### src/rtl/lsu_pkg.sv
// Shared load/store-unit types: access size codes, data-RAM FSM states, word width.
// Latency: n/a (types and constants only).
// Backpressure: n/a.
// Ports: none.
package lsu_pkg;

   localparam int XLEN = 32;

   // Access size codes as carried on req_size; 2'b11 is illegal.
   localparam logic [1:0] SIZE_B = 2'b00;
   localparam logic [1:0] SIZE_H = 2'b01;
   localparam logic [1:0] SIZE_W = 2'b10;

   typedef enum logic {
      DMEM_CLEAR = 1'b0,
      DMEM_RUN   = 1'b1
   } dmem_state_t;

endpackage

### src/rtl/lsu_data_ram_if.sv
// Request/response bundle between a load/store master and the data RAM.
// Latency: n/a (wires only); the response follows an accepted request by one cycle.
// Backpressure: req_valid/req_ready on the request side only; responses cannot be stalled.
// Ports: req_valid, req_ready, req_we, req_size, req_unsigned, req_addr, req_wdata,
//        rsp_valid, rsp_rdata, rsp_err. Modports: master (requester), slave (RAM).
interface lsu_data_ram_if
   import lsu_pkg::*;
#(
   parameter int ADDR_W = 16
);
   logic              req_valid;
   logic              req_ready;
   logic              req_we;
   logic [1:0]        req_size;
   logic              req_unsigned;
   logic [ADDR_W-1:0] req_addr;
   logic [XLEN-1:0]   req_wdata;
   logic              rsp_valid;
   logic [XLEN-1:0]   rsp_rdata;
   logic              rsp_err;

   modport master (
      output req_valid, req_we, req_size, req_unsigned, req_addr, req_wdata,
      input  req_ready, rsp_valid, rsp_rdata, rsp_err
   );

   modport slave (
      input  req_valid, req_we, req_size, req_unsigned, req_addr, req_wdata,
      output req_ready, rsp_valid, rsp_rdata, rsp_err
   );
endinterface

### src/rtl/lsu_lane_align.sv
// Byte-lane steering for the data RAM: store lane enables/shifted data, load extract/extend, misalignment.
// Latency: 0 cycles (purely combinational).
// Backpressure: none; evaluated every cycle from the current request.
// Ports: size, lane (addr[1:0]), is_unsigned, wdata, rword (stored word) in;
//        be, wdata_lane, rdata, misalign out (misalign also covers the illegal size code).
module lsu_lane_align
   import lsu_pkg::*;
(
   input  logic [1:0]      size,
   input  logic [1:0]      lane,
   input  logic            is_unsigned,
   input  logic [XLEN-1:0] wdata,
   input  logic [XLEN-1:0] rword,
   output logic [3:0]      be,
   output logic [XLEN-1:0] wdata_lane,
   output logic [XLEN-1:0] rdata,
   output logic            misalign
);
   logic [XLEN-1:0] rshift;
   logic            sx;

   // Bring the addressed lane down to bit 0 so byte/half extraction is a fixed slice.
   assign rshift = rword >> {lane, 3'b000};
   assign sx     = ~is_unsigned;

   always_comb begin
      be         = 4'b0000;
      wdata_lane = '0;
      rdata      = '0;
      misalign   = 1'b0;
      unique case (size)
         SIZE_B: begin
            be         = 4'b0001 << lane;
            wdata_lane = {4{wdata[7:0]}};
            rdata      = {{24{sx & rshift[7]}}, rshift[7:0]};
         end
         SIZE_H: begin
            misalign   = lane[0];
            be         = lane[1] ? 4'b1100 : 4'b0011;
            wdata_lane = {2{wdata[15:0]}};
            rdata      = {{16{sx & rshift[15]}}, rshift[15:0]};
         end
         SIZE_W: begin
            misalign   = (lane != 2'b00);
            be         = 4'b1111;
            wdata_lane = wdata;
            rdata      = rword;
         end
         default: begin
            misalign   = 1'b1;
         end
      endcase
   end
endmodule

### src/rtl/lsu_data_ram.sv
// Byte-addressable data RAM for the load/store path, with optional post-reset zero fill.
// Latency: 1 cycle from accepted request to registered response; 1 request per cycle.
// Backpressure: req_ready low during reset and (if built in) the clear sweep; no response stall.
// Ports: clk, rst_n (synchronous, active-low); bus (lsu_data_ram_if.slave) carrying the
//        valid/ready request and the rsp_valid/rsp_rdata/rsp_err response.
// Build option: define LSU_DATA_RAM_CLEAR_EN to zero the array one word per cycle after reset.
module lsu_data_ram
   import lsu_pkg::*;
#(
   parameter int DEPTH  = 16,
   parameter int ADDR_W = 16
)(
   input  logic           clk,
   input  logic           rst_n,
   lsu_data_ram_if.slave  bus
);
   localparam int IDX_W = ADDR_W - 2;
   localparam int PTR_W = $clog2(DEPTH);

   logic [XLEN-1:0]  mem [DEPTH];

   logic [IDX_W-1:0] idx;
   logic [PTR_W-1:0] row;
   logic             oob;
   logic             err;
   logic             accept;
   logic             st_we;
   logic             running;
   logic [3:0]       be;
   logic [XLEN-1:0]  wdata_lane;
   logic [XLEN-1:0]  rdata_ext;
   logic             misalign;

   logic             wr_en;
   logic [PTR_W-1:0] wr_row;
   logic [3:0]       wr_be;
   logic [XLEN-1:0]  wr_dat;

   assign idx = bus.req_addr[ADDR_W-1:2];
   assign row = idx[PTR_W-1:0];
   // Extra zero bit so the compare also works when DEPTH == 2^IDX_W.
   assign oob = ({1'b0, idx} >= (IDX_W+1)'(DEPTH));
   assign err = misalign | oob;

   lsu_lane_align u_align (
      .size        (bus.req_size),
      .lane        (bus.req_addr[1:0]),
      .is_unsigned (bus.req_unsigned),
      .wdata       (bus.req_wdata),
      .rword       (mem[row]),
      .be          (be),
      .wdata_lane  (wdata_lane),
      .rdata       (rdata_ext),
      .misalign    (misalign)
   );

`ifdef LSU_DATA_RAM_CLEAR_EN
   dmem_state_t      state;
   logic [PTR_W-1:0] clr_ptr;

   always_ff @(posedge clk) begin
      if (!rst_n) begin
         state   <= DMEM_CLEAR;
         clr_ptr <= '0;
      end else if (state == DMEM_CLEAR) begin
         clr_ptr <= clr_ptr + 1'b1;
         if (clr_ptr == PTR_W'(DEPTH - 1)) begin
            state <= DMEM_RUN;
         end
      end
   end

   assign running = (state == DMEM_RUN);
`else
   assign running = 1'b1;
`endif

   // Gated by rst_n so nothing is accepted, and nothing written, on a reset edge.
   assign bus.req_ready = rst_n & running;
   assign accept        = bus.req_valid & bus.req_ready;
   assign st_we         = accept & bus.req_we & ~err;

   // Single write port shared by the clear sweep and stores.
   always_comb begin
      wr_en  = st_we;
      wr_row = row;
      wr_be  = be;
      wr_dat = wdata_lane;
`ifdef LSU_DATA_RAM_CLEAR_EN
      if (!running) begin
         wr_en  = 1'b1;
         wr_row = clr_ptr;
         wr_be  = 4'b1111;
         wr_dat = '0;
      end
`endif
   end

   // Array has no reset; the rst_n term only blocks writes on reset edges.
   always_ff @(posedge clk) begin
      if (rst_n && wr_en) begin
         for (int i = 0; i < 4; i++) begin
            if (wr_be[i]) begin
               mem[wr_row][8*i +: 8] <= wr_dat[8*i +: 8];
            end
         end
      end
   end

   always_ff @(posedge clk) begin
      if (!rst_n) begin
         bus.rsp_valid <= 1'b0;
         bus.rsp_err   <= 1'b0;
         bus.rsp_rdata <= '0;
      end else begin
         bus.rsp_valid <= accept;
         bus.rsp_err   <= accept & err;
         bus.rsp_rdata <= (accept && !err && !bus.req_we) ? rdata_ext : '0;
      end
   end
endmodule
### src/flat_wrapper.sv
// flat-port wrapper written by rule: the top's interface ports become plain ports
module lsu_data_ram_flat import lsu_pkg::*;
#(
   parameter int DEPTH  = 16,
   parameter int ADDR_W = 16
)
  (clk, rst_n, bus_req_valid, bus_req_we, bus_req_size, bus_req_unsigned, bus_req_addr, bus_req_wdata, bus_req_ready, bus_rsp_valid, bus_rsp_rdata, bus_rsp_err);
  lsu_data_ram_if #(.ADDR_W(ADDR_W)) bus_i ();
  input  logic clk;
  input  logic rst_n;
  input wire logic [$bits(bus_i.req_valid)-1:0] bus_req_valid;
  input wire logic [$bits(bus_i.req_we)-1:0] bus_req_we;
  input wire logic [$bits(bus_i.req_size)-1:0] bus_req_size;
  input wire logic [$bits(bus_i.req_unsigned)-1:0] bus_req_unsigned;
  input wire logic [$bits(bus_i.req_addr)-1:0] bus_req_addr;
  input wire logic [$bits(bus_i.req_wdata)-1:0] bus_req_wdata;
  output wire logic [$bits(bus_i.req_ready)-1:0] bus_req_ready;
  output wire logic [$bits(bus_i.rsp_valid)-1:0] bus_rsp_valid;
  output wire logic [$bits(bus_i.rsp_rdata)-1:0] bus_rsp_rdata;
  output wire logic [$bits(bus_i.rsp_err)-1:0] bus_rsp_err;
  assign bus_i.req_valid = bus_req_valid;
  assign bus_i.req_we = bus_req_we;
  assign bus_i.req_size = bus_req_size;
  assign bus_i.req_unsigned = bus_req_unsigned;
  assign bus_i.req_addr = bus_req_addr;
  assign bus_i.req_wdata = bus_req_wdata;
  assign bus_req_ready = bus_i.req_ready;
  assign bus_rsp_valid = bus_i.rsp_valid;
  assign bus_rsp_rdata = bus_i.rsp_rdata;
  assign bus_rsp_err = bus_i.rsp_err;
  lsu_data_ram #(.DEPTH(DEPTH), .ADDR_W(ADDR_W)) u_core (.clk(clk), .rst_n(rst_n), .bus(bus_i));
endmodule
### config.mk
export PLATFORM = sky130hd
export DESIGN_NAME = lsu_data_ram_flat
export DESIGN_NICKNAME = d
export VERILOG_FILES = /design/src/rtl/lsu_pkg.sv /design/src/rtl/lsu_data_ram_if.sv /design/src/rtl/lsu_lane_align.sv /design/src/rtl/lsu_data_ram.sv /design/src/flat_wrapper.sv
export SDC_FILE = /design/constraint.sdc
export NUM_CORES = 1
export LEC_CHECK = 0
export ABC_CLOCK_PERIOD_IN_PS = 3300
export CORE_MARGIN = 2
export CORE_UTILIZATION = 60
export DETAILED_ROUTE_END_ITERATION = 16
export HOLD_SLACK_MARGIN = 0.1
export PLACE_DENSITY_LB_ADDON = 0.05
export SLEW_MARGIN = 25
export SYNTH_ARGS = -nofsm -noshare
export SYNTH_HDL_FRONTEND = slang
export SYNTH_SLANG_ARGS = --single-unit
### constraint.sdc
create_clock -name clk -period 3.3 [get_ports clk]
set_input_delay 0.66 -clock clk [delete_from_list [all_inputs] [get_ports clk]]
set_output_delay 0.66 -clock clk [all_outputs]
set_load 0.02 [all_outputs]
Yosys cells after proc, flatten, opt, wreduce, memory -nomap -nowiden
Memory sizes are Yosys's and may differ from the RTL's.
Index checks and enable logic that the tools add are counted.
{ "classes": {"n_div": 0, "eq_ne": 2, "addsub": 0, "n_lt_le_gt_ge": 1, "mul": 0, "shift": 2, "n_mux": 17, "n_reduce_logical": 8, "bitwise": 9} }
{ "op_table": {"columns": ["op", "count"], "rows": [
  ["32-bit case mux with 3 select lines", 2],
  ["32-bit by 5-bit >> shifter with 16-bit output", 1],
  ["14-bit by 5-bit greater-or-equal comparator with 1-bit output (second input constant)", 1],
  ["1-bit 2-to-1 mux", 12],
  ["4-bit case mux with 3 select lines", 1],
  ["1-bit AND", 6],
  ["4-bit 2-to-1 mux", 1],
  ["1-bit by 2-bit left shift with 4-bit output (first input constant)", 1],
  ["1-bit logical AND", 3],
  ["1-bit case mux with 3 select lines", 1],
  ["2-bit by 1-bit == test with 1-bit output (second input constant)", 1],
  ["2-bit == test (second input constant)", 1],
  ["1-bit zero test", 2],
  ["2-bit zero test", 1],
  ["1-bit NOT", 2],
  ["2-bit AND reduction", 1],
  ["2-bit nonzero test", 1],
  ["1-bit OR", 1]
]} }
{ "word_totals": {"n_memories": 1, "mem_bits_ro": 0, "regBits": 34, "word_cells": 43, "inputBits": 55, "latchBits": 0, "mem_bits_rw": 512} }
{ "memory_table": {"columns": ["memory", "words", "word_bits", "rd", "rd_ports_with_merged_regs", "wr", "line", "source"], "rows": [
  ["u_core.mem", 16, 32, 1, 0, 1, "lsu_data_ram.sv:20", "logic [XLEN-1:0] mem [DEPTH];"]
]} }

Depth between registers and ports, before layout
Gate-level depths: netlist of run 1.
{ "depth": {"depth_word": 8, "ltp_mapped": 11, "depth_no_buf": 7} }

By module
Synthesis of run 1 repeated with hierarchy kept, for this count alone.
{ "hier_totals": {"cells_unflattened": 1160, "area_unflattened_um2": 22008.6} }
{ "by_module_without_submodules": {"columns": ["module", "instances", "area_per_inst_um2", "cells_per_inst"], "rows": [
  ["lsu_data_ram", 1, 20833.7, 971],
  ["lsu_lane_align", 1, 1174.9, 189]
]} }

Worst setup path before layout of run 1
OpenSTA, ideal clock, no wires.
{ "synth_path": {"kind": "input to register", "from": "input bus_req_addr[2]", "to": "register u_core.bus.rsp_rdata[10]", "arrival_ns": 2.917, "slack_ns": 0.269, "stages": 10, "t_required_ns": 3.186, "n_path_buf": 4, "setup_time_ns": 0.114, "cell_sequence": "buf_2 > buf_4 > buf_2 > buf_2 > mux4_2 > mux2i_1 > o22ai_1 > a221oi_1 > o211ai_1 > a21o_1"} }
{ "synth_via": {"elab_chain_cells": 6, "word_cells_on_any_way": 10, "classes_between": "order compare (1); shift (1); mux (1); bitwise (2); reduce/logical (4); memory (1)"} }
{ "synth_rtl": {"columns": ["element", "line", "source"], "rows": [
  ["from (decl)", "flat_wrapper.sv:15", "input wire logic [$bits(bus_i.req_addr)-1:0] bus_req_addr;"],
  ["parallel branches: the longest is 6 deep, another holds memory read 16 x 32 bit", null, null],
  ["to (signal assigned)", "lsu_data_ram.sv:118", "bus.rsp_rdata <= (accept && !err && !bus.req_we) ? rdata_ext : '0;"],
  ["to (decl)", "lsu_data_ram_if.sv:29", "output req_ready, rsp_valid, rsp_rdata, rsp_err"]
]} }
Parallel ways; which one is timed is not known.
A chain may end at the register's enable or synchronous reset.

Worst setup path after layout of run 1
{ "layout_path": {"from": "input bus_req_addr[13]", "to": "memory u_core.mem[7][12], enable pin"} }
{ "layout_via": {"elab_chain_cells": 7} }
{ "layout_rtl": {"columns": ["element", "line", "source"], "rows": [
  ["14-bit by 5-bit greater-or-equal comparator with 1-bit output", "lsu_data_ram.sv:42", "assign oob = ({1'b0, idx} >= (IDX_W+1)'(DEPTH));"],
  ["1-bit OR", "lsu_data_ram.sv:43", "assign err = misalign | oob;"],
  ["1-bit NOT", "lsu_data_ram.sv:81", "assign st_we = accept & bus.req_we & ~err;"],
  ["1-bit AND", "lsu_data_ram.sv:81", null],
  ["1-bit logical AND", "lsu_data_ram.sv:101", "if (rst_n && wr_en) begin"],
  ["1-bit 2-to-1 mux", "lsu_data_ram.sv:101", null],
  ["1-bit 2-to-1 mux (not written as such)", "lsu_data_ram.sv:104", "mem[wr_row][8*i +: 8] <= wr_dat[8*i +: 8];"],
  ["to (decl)", "lsu_data_ram.sv:20", null]
]} }
No other way between the ends.

==> metrics.cfg, run 1 <==
[placement]
finalWeightedCongestion=0.970
port_buffers=89
dp_hpwl_um=37300

[clocking]
clk_latency_ps=580
cts_buffers=52
htree_levels=2
hold_buffers=0
clock_sinks=546
cts_tree=built
clk_path_buf_depth=3
post_cts_resized=0
root_buffer=clkbuf_16
postCtsSetupRepairBufs=0
clkTransAtPathRegs_ps=60

[route]
drc_errors=0
wl_per_cell_um=28.0
viasPerCell=6.38
drt-pass1-iter-count=6
routed_wirelength_um=53600
num_vias=12241
first_iter_violations=1523
ant_nets=0

[floorplan]
die_w_um=195
dieArea_um2=37900
num_rows=69
boundaryPins=90
design.core.area_um2=35700
initial_core_util=0.612
die_h_um=195

[synth]
syn_area_per_cell_um2=18.8
synth_edf_count=512
synth_fp_nets=1216
syn-cell-area_um2=21800
synthMuxAreaShare=0.166
synth_top_family_by_area=multiplexers
synthSimpleGateAreaFrac=0.0401
ys_types=45
synthArstFlopShare=0
synth_compound_area_frac=0.0428
ys_ff_latch=546
synth_warnings=0
yosys.area_share.adder=0
synthFlopType=edfxtp_1
postSynthCellCount=1161
synth_seq_area_share=0.736
synth_xor_area_frac=0

[cells_and_area]
final_cell_mix=edfxtp_1, buf_4, mux4_2, nor2_1, clkdlybuf4s50_1
nets=1469
areaGrowthSynthToFinish_pct=19.9
fillerInstances=2112
drive_gt1_frac=0.285
layout_commonest_cell=edfxtp_1

[hold_path]
hold_path.class=primary input to register

[sta]
setup_tns_ps=0
maxSlewHeadroom=0.533
finalCritPeriodShare=0.905
finalHoldViolations=0
finClkSkew_ps=8.50
rsz0062_at_grt=false
hold_slack_ps=772
fmax_mhz=335
worstMarginPinSlew_ps=701
finalSetupViolCount=0
finalCriticalPeriod_ps=2990
drv_slew=0

[setup_path]
cp_max_fo=16
endpoint_kind=register
cp.arrival_ps=3270
path_class=primary input to register
cp.required_ps=3580
crit_path_start_kind=primary input

[power]
p_per_area_nw_per_um2=554
leakage_uw=0.00857
irDropWorstVdd_mv=0.472

[global_routing]
gr-usage-all-layers=0.290
grt-ovfl-total=0
grt_max_degree=57
grt_pass1_wl_um=78100
antenna_found_initial=1
grt_pass1_vias=11760

[outcome]
outcome=finished, final reports clean

[run]
timing.max_cap.violations=0

==> sequential cells by signal, summed over array words and instances, names as in the netlist <==
| register | cells |
|---|---|
| u_core.bus.rsp_rdata | 32 |
| u_core.bus.rsp_valid | 1 |
| u_core.bus.rsp_err | 1 |
| u_core.mem | 512 |
==> report_power, final <==
part / switching (µW) / total (µW) / internal [µW]
combinational: 564 / 944 / 379
clock: 2410 / 5930 / 3520
sequential: 0.640 / 7620 / 7620
total: 2980 / 14500 / 11500
==> stage by stage <==
step | utilization | worst slack [ps] | area [µm²] | cells | power [µW]
2_1_floorplan | - | 269 | 21800 | 1161 | 8260
3_3_place_gp | 0.685 | -182 | 24400 | 1821 | 8690
3_5_place_dp | 0.685 | -203 | 24400 | 1821 | 8700
4_1_cts | 0.733 | 386 | 26100 | 1917 | 14600
5_1_grt | 0.733 | 165 | 26100 | 1917 | 14900
6_report | 0.733 | 314 | 26100 | 1918 | 14500
==> cell families (layout without fill, tap and decap cells) <==
logic type	after synthesis	after routing
DFF	546	546
buffers and inverters	77	372
other	0	1
and+or+nand+nor	206	206
AOI/OAI and AO/OA	139	139
muxes	193	193
==> worst paths after layout <==
path / startpoint / endpoint / slack [ps] / cells past startpoint
worst max register to register: u_core.mem[14][23]$_DFFE_PP_ / u_core.bus.rsp_rdata[20]$_SDFF_PN0_ / 590 / 10
worst max-delay path: bus_req_addr[13] / u_core.mem[7][12]$_DFFE_PP_ / 310 / 10
worst min register to register: u_core.mem[2][16]$_DFFE_PP_ / u_core.bus.rsp_rdata[16]$_SDFF_PN0_ / 1010 / 3
worst min-delay path: bus_req_addr[4] / u_core.bus.rsp_rdata[23]$_SDFF_PN0_ / 770 / 4
==> critical path, cell delays in order <==
cell and delay, ps:
clkdlybuf4s50_1 410, nor4_1 290, buf_4 180, o21ai_1 80, a2111oi_0 540, and3_1 350, o21ai_1 180, buf_12 190
nor2_1 170, buf_4 210
==> layer usage <==
| layer | track usage | part of all wire | vias to the layer above |
|---|---|---|---|
| li1 | - | - | 5214 |
| met1 | 0.440 | 0.41 | 6211 |
| met2 | 0.425 | 0.45 | 712 |
| met3 | 0.0587 | 0.10 | 104 |
| met4 | 0.104 | 0.035 | 0 |
| met5 | 0 | 0 | - |
==> synth_stat cells, drive strengths merged (2+ instances only) <==
| library cell | count | area share |
|---|---|---|
| nand2b | 4 | 0.0011 |
| nor3 | 3 | 0.00069 |
| a2111oi | 2 | 0.0017 |
| a21o | 24 | 0.0083 |
| a221oi | 8 | 0.0032 |
| mux4 | 132 | 0.14 |
| or3 | 8 | 0.0023 |
| o21ai | 46 | 0.011 |
| clkbuf | 28 | 0.0048 |
| edfxtp | 512 | 0.70 |
| buf | 39 | 0.0088 |
| mux2 | 22 | 0.011 |
| nor2 | 105 | 0.018 |
| o2bb2ai | 2 | 0.00080 |
| and3 | 3 | 0.00086 |
| and2 | 5 | 0.0014 |
| o211ai | 10 | 0.0034 |
| nor2b | 7 | 0.0020 |
| o22ai | 9 | 0.0026 |
| inv | 9 | 0.0015 |
| a22o | 3 | 0.0012 |
| a21oi | 15 | 0.0034 |
| nand2 | 57 | 0.0098 |
| mux2i | 39 | 0.018 |
| dfxtp | 34 | 0.031 |
| a211o | 8 | 0.0032 |
| nand3 | 9 | 0.0021 |
| nor4 | 3 | 0.0011 |
| a22oi | 4 | 0.0014 |
==> cell type report <==
class,count,area [µm²],area share
Antenna cell,1,2.50,0.0000957
Clock buffer,72,1440,0.0552
Clock inverter,24,269,0.0103
Tap cell,461,577,0.0221
Multi-Input combinational cell,538,5420,0.207
Sequential cell,546,16100,0.614
Timing Repair Buffer,266,2340,0.0895
Inverter,10,37.5,0.00144
Power figures use the tool's default switching activity.
==> run 2: changes to the inputs <==
CORE_UTILIZATION = 63   (was 60)
CTS_BUF_LIST = sky130_fd_sc_hd__clkbuf_4 sky130_fd_sc_hd__clkbuf_8   (was unset)
==> run 2 against run 1 <==
Combinational power rose by 0.7%. Fmax rose by 4.3%. Sequential share of layout area fell by 0.17 points. Non-clock buffer count did not move. First-iteration DRC count rose by 6.7%. Final cell count rose by 2.6%. Via count rose by 1.2%. Clock power barely moved. Routed wire length rose by 2.2%. Clock skew rose by 16 ps. Critical endpoint is now u_core.mem[0][12]$_DFFE_PP_. Highest routed layer is now met5.
==> metrics.cfg, run 2 (synthesis gave the netlist of run 1 again) <==
[floorplan]
design.core.area_um2=34300  ; -3.8%
initial_core_util=0.636  ; +0.0244
die_h_um=190  ; -2.4%
num_rows=68  ; -1.4%
boundaryPins=90  ; unchanged
die_w_um=190  ; -2.4%
dieArea_um2=36100  ; -4.7%

[global_routing]
grt_max_degree=42  ; -26%
grt-ovfl-total=0  ; unchanged
antenna_found_initial=1  ; unchanged
grt_pass1_wl_um=80300  ; +2.8%
grt_pass1_vias=12339  ; +4.9%
gr-usage-all-layers=0.313  ; +0.0235

[sta]
finalSetupViolCount=0  ; unchanged
rsz0062_at_grt=false
finalCritPeriodShare=0.867  ; -0.0377
finalHoldViolations=0  ; unchanged
drv_slew=0  ; unchanged
finClkSkew_ps=24.6  ; +16.1 ps
fmax_mhz=349  ; +4.3%
worstMarginPinSlew_ps=760  ; +58.6 ps
setup_slack_ps=438  ; +124 ps
maxSlewHeadroom=0.493  ; -0.0391
finalCriticalPeriod_ps=2860  ; -124 ps

[clocking]
root_buffer=clkbuf_8
clk_latency_ps=660  ; +80 ps
clock_sinks=546  ; unchanged
post_cts_resized=0  ; unchanged
cts_buffers=85  ; +63%
clkTransAtPathRegs_ps=60  ; about the same
htree_levels=3  ; +1
hold_buffers=0  ; unchanged
clk_path_buf_depth=3  ; unchanged
postCtsSetupRepairBufs=0  ; unchanged
cts_tree=built

[cells_and_area]
areaGrowthSynthToFinish_pct=20.2
layout.cells.non_filler=1967  ; +2.6%
drive_gt1_frac=0.314  ; +0.0293
layout_commonest_cell=edfxtp_1
top_register=u_core.mem
largest_reg_flops=512  ; unchanged
nets=1502  ; +2.2%
final_util=0.765  ; +0.0314
design_area_um2=26200  ; +0.28%
final_cell_mix=edfxtp_1, buf_4, mux4_2, nor2_1, clkbuf_8
top_regs=u_core.mem: 512 flops, u_core.bus.rsp_rdata: 32 flops

[setup_path]
cp-startpoint=bus_req_addr[10]
path_class=primary input to register
crit_path_start_kind=primary input
ff2ff_path_depth=7  ; -3
cp-endpoint=u_core.mem[0][12]$_DFFE_PP_
cp.required_ps=3640  ; +60 ps
cp.arrival_ps=3200  ; -70 ps
cp_max_fo=16  ; unchanged
reg2reg_to=u_core.bus.rsp_rdata[30]$_SDFF_PN0_
reg2reg_from=u_core.mem[13][7]$_DFFE_PP_
endpoint_kind=register
r2r_slack_ps=510  ; -80 ps

[power]
total_power_uw=14500  ; +0.22%
leakage_uw=0.00865  ; +0.97%
p_per_area_nw_per_um2=554  ; about the same
irDropWorstVdd_mv=0.457  ; -3.1%

[run]
timing.max_cap.violations=0  ; unchanged

[placement]
port_buffers=89  ; unchanged
dp_slack_ps=-349  ; -146 ps
dp_hpwl_um=37100  ; -0.50%
finalWeightedCongestion=0.936  ; -3.5%
dpl_cell_area_um2=24400  ; about the same
dp_cells=1815  ; -0.33%

[hold_path]
hold_path.class=primary input to register

[route]
viasPerCell=6.30  ; -1.3%
ant_nets=0  ; unchanged
wl_per_cell_um=27.9  ; -0.35%
drt-pass1-iter-count=6  ; unchanged
drc_errors=0  ; unchanged
first_iter_violations=1625  ; +6.7%
num_vias=12393  ; +1.2%
routed_wirelength_um=54800  ; +2.2%

[outcome]
outcome=finished, final reports clean

## run 2: stage by stage
stage / hold slack [ps] / setup TNS, ps
final: 705 / 0
after global routing: 706 / 0
after CTS: 658 / 0
after detailed placement: 977 / -29390
after global placement: 965 / -55520
after floorplan: 785 / 0
## run 2: worst min-delay path by stage
| stage | startpoint | to | slack [ps] | cells after the start |
|---|---|---|---|---|
| 3_3_place_gp | u_core.mem[2][16]$_DFFE_PP_ | u_core.bus.rsp_rdata[16]$_SDFF_PN0_ | 970 | 3 |
| 5_1_grt | bus_req_addr[4] | u_core.bus.rsp_rdata[23]$_SDFF_PN0_ | 710 | 5 |
| 3_5_place_dp | u_core.mem[2][16]$_DFFE_PP_ | u_core.bus.rsp_rdata[16]$_SDFF_PN0_ | 980 | 3 |
| 6_report | bus_req_addr[4] | u_core.bus.rsp_rdata[23]$_SDFF_PN0_ | 710 | 5 |
| 2_1_floorplan | bus_req_valid | u_core.bus.rsp_valid$_SDFF_PN0_ | 790 | 2 |
| 4_1_cts | bus_req_addr[4] | u_core.bus.rsp_rdata[23]$_SDFF_PN0_ | 660 | 5 |
## run 2: cell type report
cell class	instances	area, µm²
Antenna cell	1	2.50
Multi-Input combinational cell	538	5440
Sequential cell	546	16100
Tap cell	455	569
Clock buffer	121	1470
Inverter	10	37.5
Timing Repair Buffer	266	2330
Fill cell	1978	8070
Clock inverter	30	319
## run 2: critical path, cell delays in order
cell and delay [ps]:
clkdlybuf4s50_1 430, nor4_1 250, buf_4 150, o21ai_1 60, a2111oi_0 390, buf_4 190, and3_1 300, o21ai_1 220
buf_12 210, nor2_1 120, buf_4 210
## run 2: routing by layer
| layer | track usage | vias up | part of all wire |
|---|---|---|---|
| met5 | 0.00962 | - | 0.00084 |
| met4 | 0.107 | 2 | 0.026 |
| met3 | 0.0714 | 97 | 0.096 |
| met2 | 0.479 | 702 | 0.47 |
| met1 | 0.455 | 6315 | 0.40 |
| li1 | - | 5277 | - |
## run 2: power breakdown
group / switching, µW / internal (µW) / leakage, µW
clock network: 2540 / 3420 / 0.000937
logic: 565 / 387 / 0.00320
registers: 0.265 / 7620 / 0.00451
total: 3100 / 11400 / 0.00865
